--- config.mk ---
export PLATFORM = sky130hd
export DESIGN_NAME = core_bus_arbiter_flat
export DESIGN_NICKNAME = d
export VERILOG_FILES = /design/src/rtl/core_bus_arbiter_if.sv /design/src/rtl/core_bus_arbiter.sv /design/src/flat_wrapper.sv
export SDC_FILE = /design/constraint.sdc
export NUM_CORES = 1
export LEC_CHECK = 0
export BUFFER_PORTS_ARGS = -buffer_cell sky130_fd_sc_hd__clkbuf_2
export CORE_AREA = 2 2 123 125
export CTS_CLUSTER_SIZE = 14
export DETAILED_ROUTE_END_ITERATION = 8
export DIE_AREA = 0 0 125 127
export HOLD_SLACK_MARGIN = 0.02
export PLACE_DENSITY = 0.6
export SYNTH_ARGS = -nofsm -noshare
export SYNTH_HDL_FRONTEND = slang
export SYNTH_SLANG_ARGS = --single-unit
--- constraint.sdc ---
create_clock -name clock -period 2.25 [get_ports clock]
set_clock_uncertainty 0.15 [all_clocks]
set_input_delay 0.1125 -clock clock [delete_from_list [all_inputs] [get_ports clock]]
set_output_delay 0.1125 -clock clock [all_outputs]
set_load 0.005 [all_outputs]
--- src/rtl/core_bus_arbiter_if.sv ---
// Memory-port bundle between the core, a DMA requester, the memory decoder and the arbiter.
// The arbiter connects through the slave modport; the surrounding system uses master.
interface core_bus_arbiter_if;
  logic [31:0] cpu_a;
  logic [31:0] cpu_o;
  logic [1:0]  cpu_ws;
  logic        cpu_w;
  logic [31:0] cpu_i;
  logic        cpu_ce;

  logic        dma_req;
  logic [31:0] dma_a;
  logic [31:0] dma_o;
  logic [1:0]  dma_ws;
  logic        dma_w;
  logic [31:0] dma_i;
  logic        dma_ack;

  logic [31:0] mem_a;
  logic [31:0] mem_o;
  logic [1:0]  mem_ws;
  logic        mem_w;
  logic [31:0] mem_i;

  modport slave (
    input  cpu_a, cpu_o, cpu_ws, cpu_w,
    output cpu_i, cpu_ce,
    input  dma_req, dma_a, dma_o, dma_ws, dma_w,
    output dma_i, dma_ack,
    output mem_a, mem_o, mem_ws, mem_w,
    input  mem_i
  );

  modport master (
    output cpu_a, cpu_o, cpu_ws, cpu_w,
    input  cpu_i, cpu_ce,
    output dma_req, dma_a, dma_o, dma_ws, dma_w,
    input  dma_i, dma_ack,
    input  mem_a, mem_o, mem_ws, mem_w,
    output mem_i
  );
endinterface

--- src/rtl/core_bus_arbiter.sv ---
// Shares one memory port between the core and a DMA requester; the core is frozen via
// cpu_ce while DMA owns the bus. Bursts are capped at BURST, followed by CPU_SLICE CPU cycles.
module core_bus_arbiter #(
  parameter int unsigned BURST     = 4,
  parameter int unsigned CPU_SLICE = 2
) (
  input  logic                clock,
  input  logic                reset,
  core_bus_arbiter_if.slave   bus,
  output logic [15:0]         stall_cnt
);

  typedef enum logic {
    OWN_CPU,
    OWN_DMA
  } own_t;

  localparam logic [7:0] BURST_LAST = 8'(BURST - 1);
  localparam logic [7:0] SLICE_LOAD = 8'(CPU_SLICE - 1);

  own_t        own_q, own_d;
  logic [7:0]  burst_q, burst_d;
  logic [7:0]  slice_q, slice_d;
  logic [15:0] stall_q, stall_d;
  logic        dma_own;

  // Reset forces CPU ownership combinationally so a mid-burst reset drops the transfer unacked.
  assign dma_own = (own_q == OWN_DMA) && !reset;

  assign bus.cpu_ce  = !dma_own && !reset;
  assign bus.dma_ack = dma_own && bus.dma_req;
  assign bus.mem_a   = dma_own ? bus.dma_a  : bus.cpu_a;
  assign bus.mem_o   = dma_own ? bus.dma_o  : bus.cpu_o;
  assign bus.mem_ws  = dma_own ? bus.dma_ws : bus.cpu_ws;
  assign bus.mem_w   = dma_own ? (bus.dma_w && bus.dma_req) : (bus.cpu_w && !reset);
  assign bus.cpu_i   = bus.mem_i;
  assign bus.dma_i   = bus.mem_i;
  assign stall_cnt   = stall_q;

  always_comb begin
    own_d   = own_q;
    burst_d = burst_q;
    slice_d = slice_q;
    unique case (own_q)
      OWN_CPU: begin
        if (slice_q != '0) begin
          slice_d = slice_q - 8'd1;
        end else if (bus.dma_req) begin
          own_d   = OWN_DMA;
          burst_d = '0;
        end
      end
      OWN_DMA: begin
        if ((burst_q == BURST_LAST) || !bus.dma_req) begin
          own_d   = OWN_CPU;
          slice_d = SLICE_LOAD;
        end else begin
          burst_d = burst_q + 8'd1;
        end
      end
    endcase
  end

  always_comb begin
    stall_d = stall_q;
    if (!bus.cpu_ce && (stall_q != '1)) begin
      stall_d = stall_q + 16'd1;
    end
  end

  always_ff @(posedge clock) begin
    if (reset) begin
      own_q   <= OWN_CPU;
      burst_q <= '0;
      slice_q <= '0;
      stall_q <= '0;
    end else begin
      own_q   <= own_d;
      burst_q <= burst_d;
      slice_q <= slice_d;
      stall_q <= stall_d;
    end
  end

endmodule

--- src/flat_wrapper.sv ---
// flat-port wrapper written by rule: the top's interface ports become plain ports
module core_bus_arbiter_flat 
#(
  parameter int unsigned BURST     = 4,
  parameter int unsigned CPU_SLICE = 2
)
  (clock, reset, stall_cnt, bus_cpu_a, bus_cpu_o, bus_cpu_ws, bus_cpu_w, bus_cpu_i, bus_cpu_ce, bus_dma_req, bus_dma_a, bus_dma_o, bus_dma_ws, bus_dma_w, bus_dma_i, bus_dma_ack, bus_mem_a, bus_mem_o, bus_mem_ws, bus_mem_w, bus_mem_i);
  core_bus_arbiter_if bus_i ();
  input  logic clock;
  input  logic reset;
  output logic [15:0] stall_cnt;
  input wire logic [$bits(bus_i.cpu_a)-1:0] bus_cpu_a;
  input wire logic [$bits(bus_i.cpu_o)-1:0] bus_cpu_o;
  input wire logic [$bits(bus_i.cpu_ws)-1:0] bus_cpu_ws;
  input wire logic [$bits(bus_i.cpu_w)-1:0] bus_cpu_w;
  output wire logic [$bits(bus_i.cpu_i)-1:0] bus_cpu_i;
  output wire logic [$bits(bus_i.cpu_ce)-1:0] bus_cpu_ce;
  input wire logic [$bits(bus_i.dma_req)-1:0] bus_dma_req;
  input wire logic [$bits(bus_i.dma_a)-1:0] bus_dma_a;
  input wire logic [$bits(bus_i.dma_o)-1:0] bus_dma_o;
  input wire logic [$bits(bus_i.dma_ws)-1:0] bus_dma_ws;
  input wire logic [$bits(bus_i.dma_w)-1:0] bus_dma_w;
  output wire logic [$bits(bus_i.dma_i)-1:0] bus_dma_i;
  output wire logic [$bits(bus_i.dma_ack)-1:0] bus_dma_ack;
  output wire logic [$bits(bus_i.mem_a)-1:0] bus_mem_a;
  output wire logic [$bits(bus_i.mem_o)-1:0] bus_mem_o;
  output wire logic [$bits(bus_i.mem_ws)-1:0] bus_mem_ws;
  output wire logic [$bits(bus_i.mem_w)-1:0] bus_mem_w;
  input wire logic [$bits(bus_i.mem_i)-1:0] bus_mem_i;
  assign bus_i.cpu_a = bus_cpu_a;
  assign bus_i.cpu_o = bus_cpu_o;
  assign bus_i.cpu_ws = bus_cpu_ws;
  assign bus_i.cpu_w = bus_cpu_w;
  assign bus_cpu_i = bus_i.cpu_i;
  assign bus_cpu_ce = bus_i.cpu_ce;
  assign bus_i.dma_req = bus_dma_req;
  assign bus_i.dma_a = bus_dma_a;
  assign bus_i.dma_o = bus_dma_o;
  assign bus_i.dma_ws = bus_dma_ws;
  assign bus_i.dma_w = bus_dma_w;
  assign bus_dma_i = bus_i.dma_i;
  assign bus_dma_ack = bus_i.dma_ack;
  assign bus_mem_a = bus_i.mem_a;
  assign bus_mem_o = bus_i.mem_o;
  assign bus_mem_ws = bus_i.mem_ws;
  assign bus_mem_w = bus_i.mem_w;
  assign bus_i.mem_i = bus_mem_i;
  core_bus_arbiter #(.BURST(BURST), .CPU_SLICE(CPU_SLICE)) u_core (.clock(clock), .reset(reset), .bus(bus_i), .stall_cnt(stall_cnt));
endmodule
Yosys cells after proc, flatten, opt, wreduce, memory -nomap -nowiden
Index checks and enable logic that the tools add are counted.

storage, ports and cells
  register bits = 33
  output and inout port bits = 149
  word-level logic and storage cells = 44

operators by class
  add/subtract/negate cells = 3
  eq/ne operators = 7
  mux-type cells = 15
  bitwise operators = 1
  reductions and logical operators = 14

operator list
  operator                 count
  $mux W32                 2
  $mux W8                  5
  $pmux W8 S2              2
  $add A16 B1 Y16 const B  1
  $ne A16 B16 Y1 const B   1
  $add A8 B1 Y8 const B    1
  $eq A8 B2 Y1 const B     1
  $ne A2 B2 Y1 const B     4
  $reduce_bool A8 Y1       1
  $sub A8 B1 Y8 const B    1
  $logic_and A1 B1 Y1      6
  $logic_not A1 Y1         4
  $mux W1                  4
  $reduce_and A3 Y1        1
  $mux W2                  1
  $ne A2 B1 Y1 const B     1
  $pmux W1 S2              1
  $reduce_and A2 Y1        1
  $logic_or A1 B1 Y1       1
  $not A1 Y1               1

Longest topological paths before layout
Gate-level depths: netlist of the first run.

  word-level depth = 6
  gate-level depth with buffers = 7

Worst setup path before layout of the first run
Ideal clock, no wire load.

  path kind = register to register
  start = reg u_core.stall_q[0], in the netlist u_core.stall_cnt[0]
  end = reg u_core.stall_q[1], in the netlist u_core.stall_cnt[1]
  setup time = 0.128 ns
  data arrival time = 1.631 ns
  data required time = 1.972 ns
  path slack = 0.341 ns
  stages on the path, launching flop included = 8
  cells stage by stage = dfxtp_1 > ha_1 > nand3_4 > o41ai_4 > buf_6 > buf_12 > mux2i_1 > nor2_1

on the way
  longest elaborated chain between the ends = 2
  elaborated cells between the ends (all ways) = 3
  classes of those cells = add/sub (1); eq/ne (1); reduce/logical (1)

ends and longest elaborated chain
  item                                                     line                    RTL
  from (decl)                                              core_bus_arbiter.sv:24  logic [15:0] stall_q, stall_d;
  from (signal assigned)                                   core_bus_arbiter.sv:81  stall_q <= stall_d;
  branches (longest 2 deep; another with $add A16 B1 Y16)  -

Several ways; the timed one is not identified.
A chain may end at the register's enable or synchronous reset.

Worst setup path in the final report of the first run
  start = reg u_core.own_q
  end = out bus_mem_a[0]

on the way
  longest elaborated chain between the ends = 2

ends and longest elaborated chain
  item                    line                    RTL
  from (decl)             core_bus_arbiter.sv:21  own_t own_q, own_d;
  from (signal assigned)  core_bus_arbiter.sv:78  own_q <= own_d;
  $logic_and A1 B1 Y1     core_bus_arbiter.sv:28  assign dma_own = (own_q == OWN_DMA) && !reset;
  $mux W32                core_bus_arbiter.sv:32  assign bus.mem_a = dma_own ? bus.dma_a : bus.cpu_a;
  to (decl)               flat_wrapper.sv:25      output wire logic [$bits(bus_i.mem_a)-1:0] bus_mem_a;

Every way passes these cells.

==> run_results.csv, run 1 <==
group,metric,value,unit
timing,final-hold-violation-count,0,
route,antenna_violating_nets_post_route,0,
worst_setup_path,rr_startpoint,"u_core.slice_q[0]$_SDFFE_PP0P_",
die,design.die.area,15900,µm²
route,remaining_drc_errors,0,
yosys,postSynth.asyncResetShare,0,%
timing,grt_setup_unrepaired,"false",
finish,footprint_of_the_multi_input_gates,1770,µm²
worst_setup_path,timing.critical_path.from_type,"flip-flop",
worst_setup_path,required,1.99,ns
placement,finalWeightedCongestion,0.869,
timing,worst_slew_pin_slew,0.524,ns
die,floorplan.initialDensity,21.0,%
grt,grtUsageMet1,17.1,%
grt,number_of_antenna_violations_at_the_first_check_in_global_routing,1,
worst_setup_path,timing.critical_path.buf_inv,2,
worst_setup_path,path_class,"flip-flop to output port",
power,combPwrFrac,41.1,%
yosys,synth-edff-count,0,
flow_run,cap_violations,0,
yosys,synth_area,3030,µm²
hold_path,worstHoldPathType,"primary input to output port",
grt,grt_use_total,12.7,%
timing,setup_violations,0,
grt,grt_util_met2,20.3,%
die,io-pin-count,318,
timing,setup_slack,0.190,ns
power,clkPwrFrac,31.0,%
hold_path,hold_path.startpoint,"bus_mem_i[1]",
route,detailroute.via_count,3070,
worst_setup_path,setup.worst_path.end_class,"output port",
route,first_iter_violations,89,
grt,gr-total-overflow,0,
finish,final_layout_size_suffix_gt1_share,61.5,%
worst_setup_path,critPathArrivalTime,1.80,ns
power,power.density_cell_area,638,nW/µm²
power,power.internal,0.00173,W
power,power_switching_share,33.1,%
clock_network,cts.reportedPaths.clkPinSlew,0.05,ns
placement,dpl.hpwl,9120,µm
timing,period_share,91.6,%
clock_network,cts_made_buffers,5,
finish,post_layout_nonfiller_instances,691,
worst_setup_path,timing.critical_path.cells,"nand2_2 -> buf_6 -> mux2_2 -> clkbuf_2",
route,routed_wirelength,10900,µm
die,core_area,14400,µm²
die,core.rowCount,44,
clock_network,cts_setup_buffers,0,
yosys,post_synth_inst_count,347,
hold_path,whs_endpoint,"bus_dma_i[1]",
route,vias_per_cell,4.44,
timing,maxSlewViolCount,0,
worst_setup_path,worst-r2r-setup-slack,0.30,ns
placement,numPortBuffers,221,
clock_network,cts.sinks,33,
grt,grt_first_pass_wirelength,16300,µm
power,p_leak,1.93,nW
clock_network,clockRootBuffer,"clkbuf_16",
worst_setup_path,max_stage_delay,0.45,ns
clock_network,insertion_delay,0.27,ns
timing,clock.fmax,0.485,GHz
power,peakVddDrop,0.405,mV
worst_setup_path,timing.critical_path.fanout_max,45,
grt,grt_most_used_layer,"met2",
route,dr.pass1.iters,4,
yosys,yosys_most_used_dff,"dfxtp_1",
clock_network,htree_num_levels,2,
finish,num-fill-cells,1602,
worst_setup_path,critPathSlowestCell,"dfxtp_1",
finish,antenna_cells_inserted,0,
finish,finalNetCount,678,
timing,min_period,2.06,ns
yosys,synth_cell_type_count,47,
yosys,synthesis.area_per_instance,8.72,µm²
worst_setup_path,worstReg2RegEnd,"u_core.burst_q[6]$_SDFFE_PP0P_",
grt,grt_max_degree,46,
finish,syn_to_final_growth,33.7,%
yosys,yosysWarningCount,0,
hold_path,min_delay_path_depth,0,
grt,grt_pass1_vias,2885,
clock_network,max-clock-path-buffers,2,
die,die_y,127,µm
grt,grt.met3_usage,4.90,%
finish,finish.utilization,28.1,%
power,switching_power,0.000854,W
yosys,synth_sequential_area_ratio,21.8,%
worst_setup_path,worst-r2r-cell-count,6,
die,fp.dieW,125,µm
placement,post-place-ws,0.322,ns
outcome,status,"finished clean",
yosys,postSynthNetCount,519,
yosys,yosys_register_bits,33,
route,detail_route.wl_per_cell,15.7,µm
timing,totalNegativeSetupSlack,0,ns
power,power.share.sequential,28.0,%
finish,seq_area,661,µm²
placement,place.detailed.instances,682,
timing,headroom_to_the_max_slew_limit,64.6,%
worst_setup_path,path_delay_family,"buffers and inverters",
clock_network,tritoncts_clock_tree,"done",
==> cells in the mapped netlist, drive strengths merged (2+ instances only) <==
library cell | instances | area (µm²)
buf | 75 | 557
mux2 | 67 | 754
dfxtp | 33 | 661
a21oi | 23 | 115
nand2 | 16 | 60.1
o21ai | 14 | 70.1
or3 | 13 | 81.3
nand3 | 12 | 72.6
nor2 | 10 | 37.5
nor3 | 9 | 45.0
inv | 8 | 30.0
nand4 | 8 | 56.3
o21a | 6 | 45.0
a31oi | 5 | 31.3
clkbuf | 4 | 15.0
mux2i | 4 | 40.0
nand2b | 4 | 32.5
o31ai | 4 | 30.0
or4 | 4 | 30.0
ha | 3 | 37.5
nor4b | 3 | 26.3
and3 | 2 | 12.5
and4 | 2 | 18.8
nor2b | 2 | 12.5
o211ai | 2 | 15.0
==> metal layers <==
layer  part of all wire (%)  vias to the layer above
met5                      0                        -
met3                    9.3                       15
met1                     45                     1393
met4                   0.54                        0
li1                       -                     1519
met2                     45                      143
==> what timing repair did <==
action | 4_1_cts | 5_1_grt
setup endpoints to repair | 0 | 11
hold buffers | 1 | 0
endpoints found under the hold margin | 1 | 0
resized for setup | 0 | 1
==> how the worst max path moves through the flow <==
stage                                     start                          endpoint  slack, ns  cells after the start
4_1_cts                 u_core.own_q$_SDFF_PP0_                     bus_mem_o[22]       0.09                      4
6_report                u_core.own_q$_SDFF_PP0_                      bus_mem_a[0]       0.19                      4
3_3_place_gp     u_core.slice_q[0]$_SDFFE_PP0P_    u_core.burst_q[4]$_SDFFE_PP0P_       0.38                      6
3_5_place_dp     u_core.slice_q[0]$_SDFFE_PP0P_    u_core.burst_q[7]$_SDFFE_PP0P_       0.32                      6
5_1_grt                 u_core.own_q$_SDFF_PP0_                     bus_mem_o[22]        0.1                      4
2_1_floorplan  u_core.stall_cnt[0]$_SDFFE_PP0P_  u_core.stall_cnt[1]$_SDFFE_PP0P_       0.34                      7
==> per-stage QoR <==
| stage | instance area (µm²) | hold slack, ns | total power (W) |
|---|---|---|---|
| CTS | 4040 | 0.0751 | 0.00259 |
| global route | 4050 | 0.0750 | 0.00274 |
| detailed placement | 3860 | 0.0751 | 0.00179 |
| global placement | 3860 | 0.0751 | 0.00178 |
| floorplan | 3030 | 0.118 | 0.00147 |
| finish | 4050 | 0.0750 | 0.00258 |
==> state kept, by name, indices dropped and copies added (netlist names) <==
register	flops
u_core.stall_cnt	16
u_core.burst_q	8
u_core.own_q	1
u_core.slice_q	8
==> cells by family (layout without fill, tap and decap cells) <==
group / count (synthesis) / in the layout / synth area share, %
compound gates: 63 / 63 / 13.4
mux: 71 / 71 / 26.3
flops: 33 / 33 / 21.8
simple gates: 89 / 89 / 17.1
fa+ha+maj: 3 / 3 / 1.24
buf+inv: 87 / 247 / 19.9
xor+xnor: 1 / 1 / 0.290
==> cells in the final DEF (no fill, tap or decap), types with 4 or more instances in the layout <==
master     count
nor3_1         9
nand3_1       11
mux2_2        67
nand4_1        7
o21ai_1        6
o21ai_0        8
or4_1          4
inv_1          8
or3_1         13
buf_4          8
o21a_1         6
dfxtp_1       33
mux2i_1        4
clkbuf_16      5
clkbuf_2     221
a21oi_1       23
nor2_1        10
a31oi_1        5
nand2_1       15
o31ai_1        4
==> power by group through the flow <==
stage	Clock (W)	Sequential, W	Combinational (W)
after CTS	0.000810	0.000720	0.00106
after global placement	0	0.000731	0.00105
after global routing	0.000844	0.000732	0.00117
after floorplan	0	0.000706	0.000764
after detailed placement	0	0.000732	0.00106
final	0.000799	0.000722	0.00106
==> cell type report <==
class                           instances  area share [%]
Timing Repair Buffer                  231            29.3
Clock buffer                            7            3.53
Tap cell                              184            5.69
Inverter                                8           0.742
Multi-Input combinational cell        227            43.6
Sequential cell                        33            16.3
Clock inverter                          1           0.742
(Power assumes the default switching activity.)
==> run 2: changes to the inputs <==
--- a/config.mk
+++ b/config.mk
@@ -12,6 +12,7 @@
 export DIE_AREA = 0 0 125 127
 export HOLD_SLACK_MARGIN = 0.02
 export PLACE_DENSITY = 0.6
+export SETUP_SLACK_MARGIN = 0.4
 export SYNTH_ARGS = -nofsm -noshare
 export SYNTH_HDL_FRONTEND = slang
 export SYNTH_SLANG_ARGS = --single-unit
==> run_results.csv, run 2 (same netlist as run 1, synthesis figures left out) <==
group,metric,value,unit
timing,totalNegativeSetupSlack,0,ns
timing,maxSlewViolCount,0,
worst_setup_path,path_class,"flip-flop to flip-flop",
finish,finalNetCount,690,
timing,headroom_to_the_max_slew_limit,69.2,%
clock_network,clockRootBuffer,"clkbuf_16",
placement,place_area,3870,µm²
power,power.density_cell_area,644,nW/µm²
die,io-pin-count,318,
route,detailroute.via_count,3128,
hold_path,hold_path.startpoint,"bus_mem_i[31]",
clock_network,tritoncts_clock_tree,"done",
finish,postLayoutCellArea,4340,µm²
grt,gr-total-overflow,0,
finish,finish.utilization,30.1,%
grt,grt_use_total,13.8,%
placement,numPortBuffers,221,
power,peakVddDrop,0.419,mV
timing,setup_violations,0,
route,antenna_violating_nets_post_route,0,
grt,grt_pass1_vias,2937,
hold_path,worstHoldPathType,"primary input to output port",
clock_network,insertion_delay,0.28,ns
route,highest_layer,"met5",
worst_setup_path,cp-startpoint,"u_core.slice_q[1]$_SDFFE_PP0P_",
grt,number_of_antenna_violations_at_the_first_check_in_global_routing,2,
placement,post-place-ws,0.309,ns
die,core.rowCount,44,
route,routed_wirelength,12100,µm
grt,grt_first_pass_wirelength,17100,µm
route,detail_route.wl_per_cell,17.2,µm
timing,grt_setup_unrepaired,"true",
die,design.die.area,15900,µm²
grt,grt_max_degree,23,
worst_setup_path,required,2.26,ns
power,post-layout-total-power,0.00280,W
outcome,status,"finished clean",
route,met2_wirelength,6050,µm
worst_setup_path,rr_startpoint,"u_core.slice_q[1]$_SDFFE_PP0P_",
placement,finalWeightedCongestion,0.966,
finish,largest_reg_flops,16,
clock_network,cts_made_buffers,5,
route,first_iter_violations,87,
die,fp.dieW,125,µm
timing,clock.fmax,0.550,GHz
timing,setup_slack,0.432,ns
placement,dpl.hpwl,9910,µm
clock_network,max-clock-path-buffers,2,
timing,worst_slew_pin_slew,0.460,ns
route,dr.pass1.iters,4,
route,vias_per_cell,4.44,
flow_run,cap_violations,0,
route,remaining_drc_errors,0,
power,p_leak,2.04,nW
die,core_area,14400,µm²
worst_setup_path,timing.critical_path.fanout_max,3,
worst_setup_path,timing.critical_path.from_type,"flip-flop",
finish,syn_to_final_growth,43.5,%
worst_setup_path,setup.worst_path.end_class,"flip-flop",
die,floorplan.initialDensity,21.0,%
clock_network,cts.reportedPaths.clkPinSlew,0.05,ns
finish,final_layout_size_suffix_gt1_share,66.5,%
worst_setup_path,critPathArrivalTime,1.83,ns
timing,final-hold-violation-count,0,
die,die_y,127,µm
route,drt-met1-wl,4700,µm
finish,mostFrequentLayoutCells,"clkbuf_2 (221), mux2_2 (66), dfxtp_1 (26), a21oi_1 (22)",
clock_network,cts.sinks,33,
route,wl_met3,1280,µm
clock_network,htree_num_levels,2,
timing,min_period,1.82,ns
timing,period_share,80.8,%
finish,layout.cells.most_common,"clkbuf_2",
[run 2: cell count changes in the layout (fill, tap and decap cells not counted), moves of 2 or more]
cell and delta:
ha_1 -2, buf_4 +7, dfxtp_4 +3, dfxtp_2 +4
nor4b_4 +2, ha_4 +2, dfxtp_1 -7, nor4b_1 -3
buf_12 +2
[run 2: routing by layer]
metal  up-vias  track usage [%]
met5         -                0
met4         2             1.83
met3         6             6.53
met2       161             23.9
met1      1417             16.0
li1       1542                -
[run 2: worst max-delay path: stages (launching register included)]
cell and delay, ns:
dfxtp_2 0.33, or3_4 0.41, nor4b_4 0.29, mux2_4 0.32, a32o_1 0.20
[run 2: stage by stage]
step | instances | hold slack (ns)
2_1_floorplan | 347 | 0.118
3_3_place_gp | 683 | 0.0751
3_5_place_dp | 683 | 0.0751
4_1_cts | 695 | 0.0751
5_1_grt | 703 | 0.0750
6_report | 704 | 0.0750
[run 2: worst paths after layout]
kind | end | slack [ns] | cells after the start
max reg2reg | u_core.slice_q[7]$_SDFFE_PP0P_ | 0.43 | 4
min reg2reg | u_core.burst_q[6]$_SDFFE_PP0P_ | 0.33 | 2
min | bus_cpu_i[31] | 0.08 | 0
max | u_core.slice_q[7]$_SDFFE_PP0P_ | 0.43 | 4
[run 2: area by class of cell]
cell class / instances / area (µm²)
antenna: 1 / 2.50
clock inverter: 1 / 30.0
fill: 1592 / 10100
timing repair buffer: 243 / 1340
sequential: 33 / 677
tap: 184 / 230
inverter: 8 / 30.0
multi-input combinational: 227 / 1890
clock buffer: 7 / 143
[run 2: report_power, final]
part / internal [W] / switching (W) / total [W]
clock network: 0.000552 / 0.000240 / 0.000793
logic: 0.000672 / 0.000576 / 0.00125
registers: 0.000656 / 0.000101 / 0.000757
total: 0.00188 / 0.000917 / 0.00280
[run 2: timing repair]
item                                    4_1_cts  5_1_grt
buffers inserted                              2        6
hold buffers                                  1        0
gates cloned                                  1        2
endpoints found under the setup margin       81       23
hold endpoints to repair                      1        0
pin swaps                                     1        5
resized for setup                            17       24
==> run 3: changes to the inputs <==
==> constraint.sdc (replaced) <==
create_clock -name clock -period 1.82 [get_ports clock]
set_clock_uncertainty 0.15 [all_clocks]
set_input_delay 0.091 -clock clock [delete_from_list [all_inputs] [get_ports clock]]
set_output_delay 0.091 -clock clock [all_outputs]
set_load 0.005 [all_outputs]
==> run_results.csv, run 3 (same netlist as run 1, synthesis figures left out) <==
group,metric,value,unit
worst_setup_path,timing.critical_path.from_type,"flip-flop",
clock_network,clockRootBuffer,"clkbuf_16",
timing,setup_violations,0,
route,dr.pass1.iters,4,
route,vias_per_cell,4.59,
placement,finalWeightedCongestion,0.813,
worst_setup_path,timing.critical_path.fanout_max,3,
finish,largest_reg_flops,16,
power,peakVddDrop,0.412,mV
worst_setup_path,rr_startpoint,"u_core.slice_q[2]$_SDFFE_PP0P_",
hold_path,hold_path.startpoint,"bus_mem_i[28]",
clock_network,cts.reportedPaths.clkPinSlew,0.06,ns
power,power_switching_share,34.0,%
route,remaining_drc_errors,0,
clock_network,max-clock-path-buffers,2,
worst_setup_path,worstReg2RegEnd,"u_core.slice_q[7]$_SDFFE_PP0P_",
grt,grt_first_pass_wirelength,19600,µm
placement,place_area,4150,µm²
clock_network,htree_num_levels,2,
worst_setup_path,critPathArrivalTime,1.79,ns
worst_setup_path,path_class,"flip-flop to flip-flop",
finish,seq_area,714,µm²
finish,final_layout_size_suffix_gt1_share,77.2,%
flow_run,cap_violations,0,
worst_setup_path,worst-r2r-cell-count,4,
clock_network,cts.sinks,33,
power,clkPwrFrac,23.7,%
timing,maxSlewViolCount,0,
die,design.die.area,15900,µm²
grt,grt_pass1_vias,3242,
timing,worst_slew_pin_slew,0.348,ns
timing,hold-worst-slack,0.0320,ns
finish,finish.utilization,37.4,%
hold_path,worstHoldPathType,"primary input to output port",
grt,grt_use_total,16.3,%
power,p_leak,2.68,nW
grt,grt_max_degree,21,
finish,layout.cells.most_common,"clkbuf_2",
route,antenna_violating_nets_post_route,0,
clock_network,cts_made_buffers,5,
power,power.density_cell_area,796,nW/µm²
worst_setup_path,worst-r2r-setup-slack,0.05,ns
timing,clock.fmax,0.565,GHz
die,die_y,127,µm
finish,num-fill-cells,1453,
worst_setup_path,setup.worst_path.end_class,"flip-flop",
power,power.internal,0.00283,W
grt,number_of_antenna_violations_at_the_first_check_in_global_routing,1,
route,routed_wirelength,15000,µm
timing,min_period,1.77,ns
timing,final-hold-violation-count,0,
power,combPwrFrac,55.2,%
finish,mostFrequentLayoutCells,"clkbuf_2 (210), mux2_4 (46), buf_4 (38), mux2_2 (21), buf_6 (20)",
placement,dpl.hpwl,11300,µm
route,detailroute.via_count,3427,
power,switching_power,0.00146,W
outcome,status,"finished clean",
power,power.share.sequential,21.1,%
die,floorplan.initialDensity,21.0,%
hold_path,min_delay_path_depth,0,
timing,grt_setup_unrepaired,"true",
route,detail_route.wl_per_cell,20.0,µm
clock_network,tritoncts_clock_tree,"done",
route,first_iter_violations,109,
timing,period_share,97.2,%
die,fp.dieW,125,µm
die,core.rowCount,44,
timing,headroom_to_the_max_slew_limit,76.5,%
finish,finalNetCount,733,
placement,numPortBuffers,221,
finish,postLayoutCellArea,5400,µm²
grt,gr-total-overflow,0,
die,core_area,14400,µm²
finish,syn_to_final_growth,78.3,%
hold_path,whs_endpoint,"bus_cpu_i[28]",
clock_network,insertion_delay,0.28,ns
worst_setup_path,required,1.84,ns
finish,footprint_of_the_multi_input_gates,2270,µm²
die,io-pin-count,318,
[run 3: changes by cell type in the layout (fill, tap and decap cells not counted), sizes merged]
cell / delta
buf: +50
clkbuf: -7
clkinvlp: +1
dlygate4sd3: -1
[run 3: area by class of cell]
type,count,area share (%)
Antenna cell,1,0.0464
Clock buffer,6,2.57
Clock inverter,2,0.696
Inverter,8,0.557
Multi-Input combinational cell,227,42.1
Sequential cell,33,13.2
Tap cell,184,4.27
Timing Repair Buffer,286,36.5
[run 3: how the worst max path moves through the flow]
stage | depth (start not counted) | startpoint | slack, ns | endpoint
2_1_floorplan | 4 | u_core.slice_q[1]$_SDFFE_PP0P_ | 0.07 | u_core.slice_q[7]$_SDFFE_PP0P_
3_3_place_gp | 4 | u_core.slice_q[1]$_SDFFE_PP0P_ | 0.03 | u_core.slice_q[7]$_SDFFE_PP0P_
3_5_place_dp | 4 | u_core.slice_q[1]$_SDFFE_PP0P_ | 0.03 | u_core.slice_q[7]$_SDFFE_PP0P_
4_1_cts | 4 | u_core.slice_q[2]$_SDFFE_PP0P_ | 0.05 | u_core.slice_q[7]$_SDFFE_PP0P_
5_1_grt | 7 | u_core.stall_cnt[1]$_SDFFE_PP0P_ | -0.02 | u_core.stall_cnt[1]$_SDFFE_PP0P_
6_report | 4 | u_core.slice_q[2]$_SDFFE_PP0P_ | 0.05 | u_core.slice_q[7]$_SDFFE_PP0P_
[run 3: what timing repair did]
item / 4_1_cts / 5_1_grt
pin swaps: 12 / 24
buffers inserted: 20 / 9
resized for setup: 53 / 92
hold buffers: 0 / 0
gates cloned: 4 / 8
setup endpoints to repair: 102 / 102
[run 3: critical path: stages (launching register included)]
cell and delay [ns]:
dfxtp_1 0.31, or3_4 0.41, nor4b_4 0.28, mux2_4 0.32
a32o_1 0.20
[run 3: routing by layer]
layer | part of all wire [%] | track usage (%) | vias to the layer above
met5 | 0 | 0 | -
met4 | 3.6 | 4.77 | 0
met3 | 9.4 | 6.49 | 36
met2 | 50 | 29.0 | 164
met1 | 37 | 17.9 | 1596
li1 | - | - | 1631
[run 3: power by group through the flow]
stage / Combinational (W) / Sequential (W) / Clock, W
global route: 0.00252 / 0.000918 / 0.00107
global placement: 0.00154 / 0.000912 / 0
floorplan: 0.00105 / 0.000889 / 0
detailed placement: 0.00155 / 0.000911 / 0
finish: 0.00237 / 0.000907 / 0.00102
CTS: 0.00188 / 0.000894 / 0.00104
[run 3: per-stage QoR]
stage / cells / power, W / setup TNS, ns / setup WS (ns)
final: 747 / 0.00430 / 0 / 0.0501
after global routing: 747 / 0.00451 / -0.0150 / -0.0150
after CTS: 729 / 0.00382 / 0 / 0.0501
after detailed placement: 697 / 0.00246 / 0 / 0.0295
after global placement: 697 / 0.00245 / 0 / 0.0323
after floorplan: 347 / 0.00194 / 0 / 0.0651
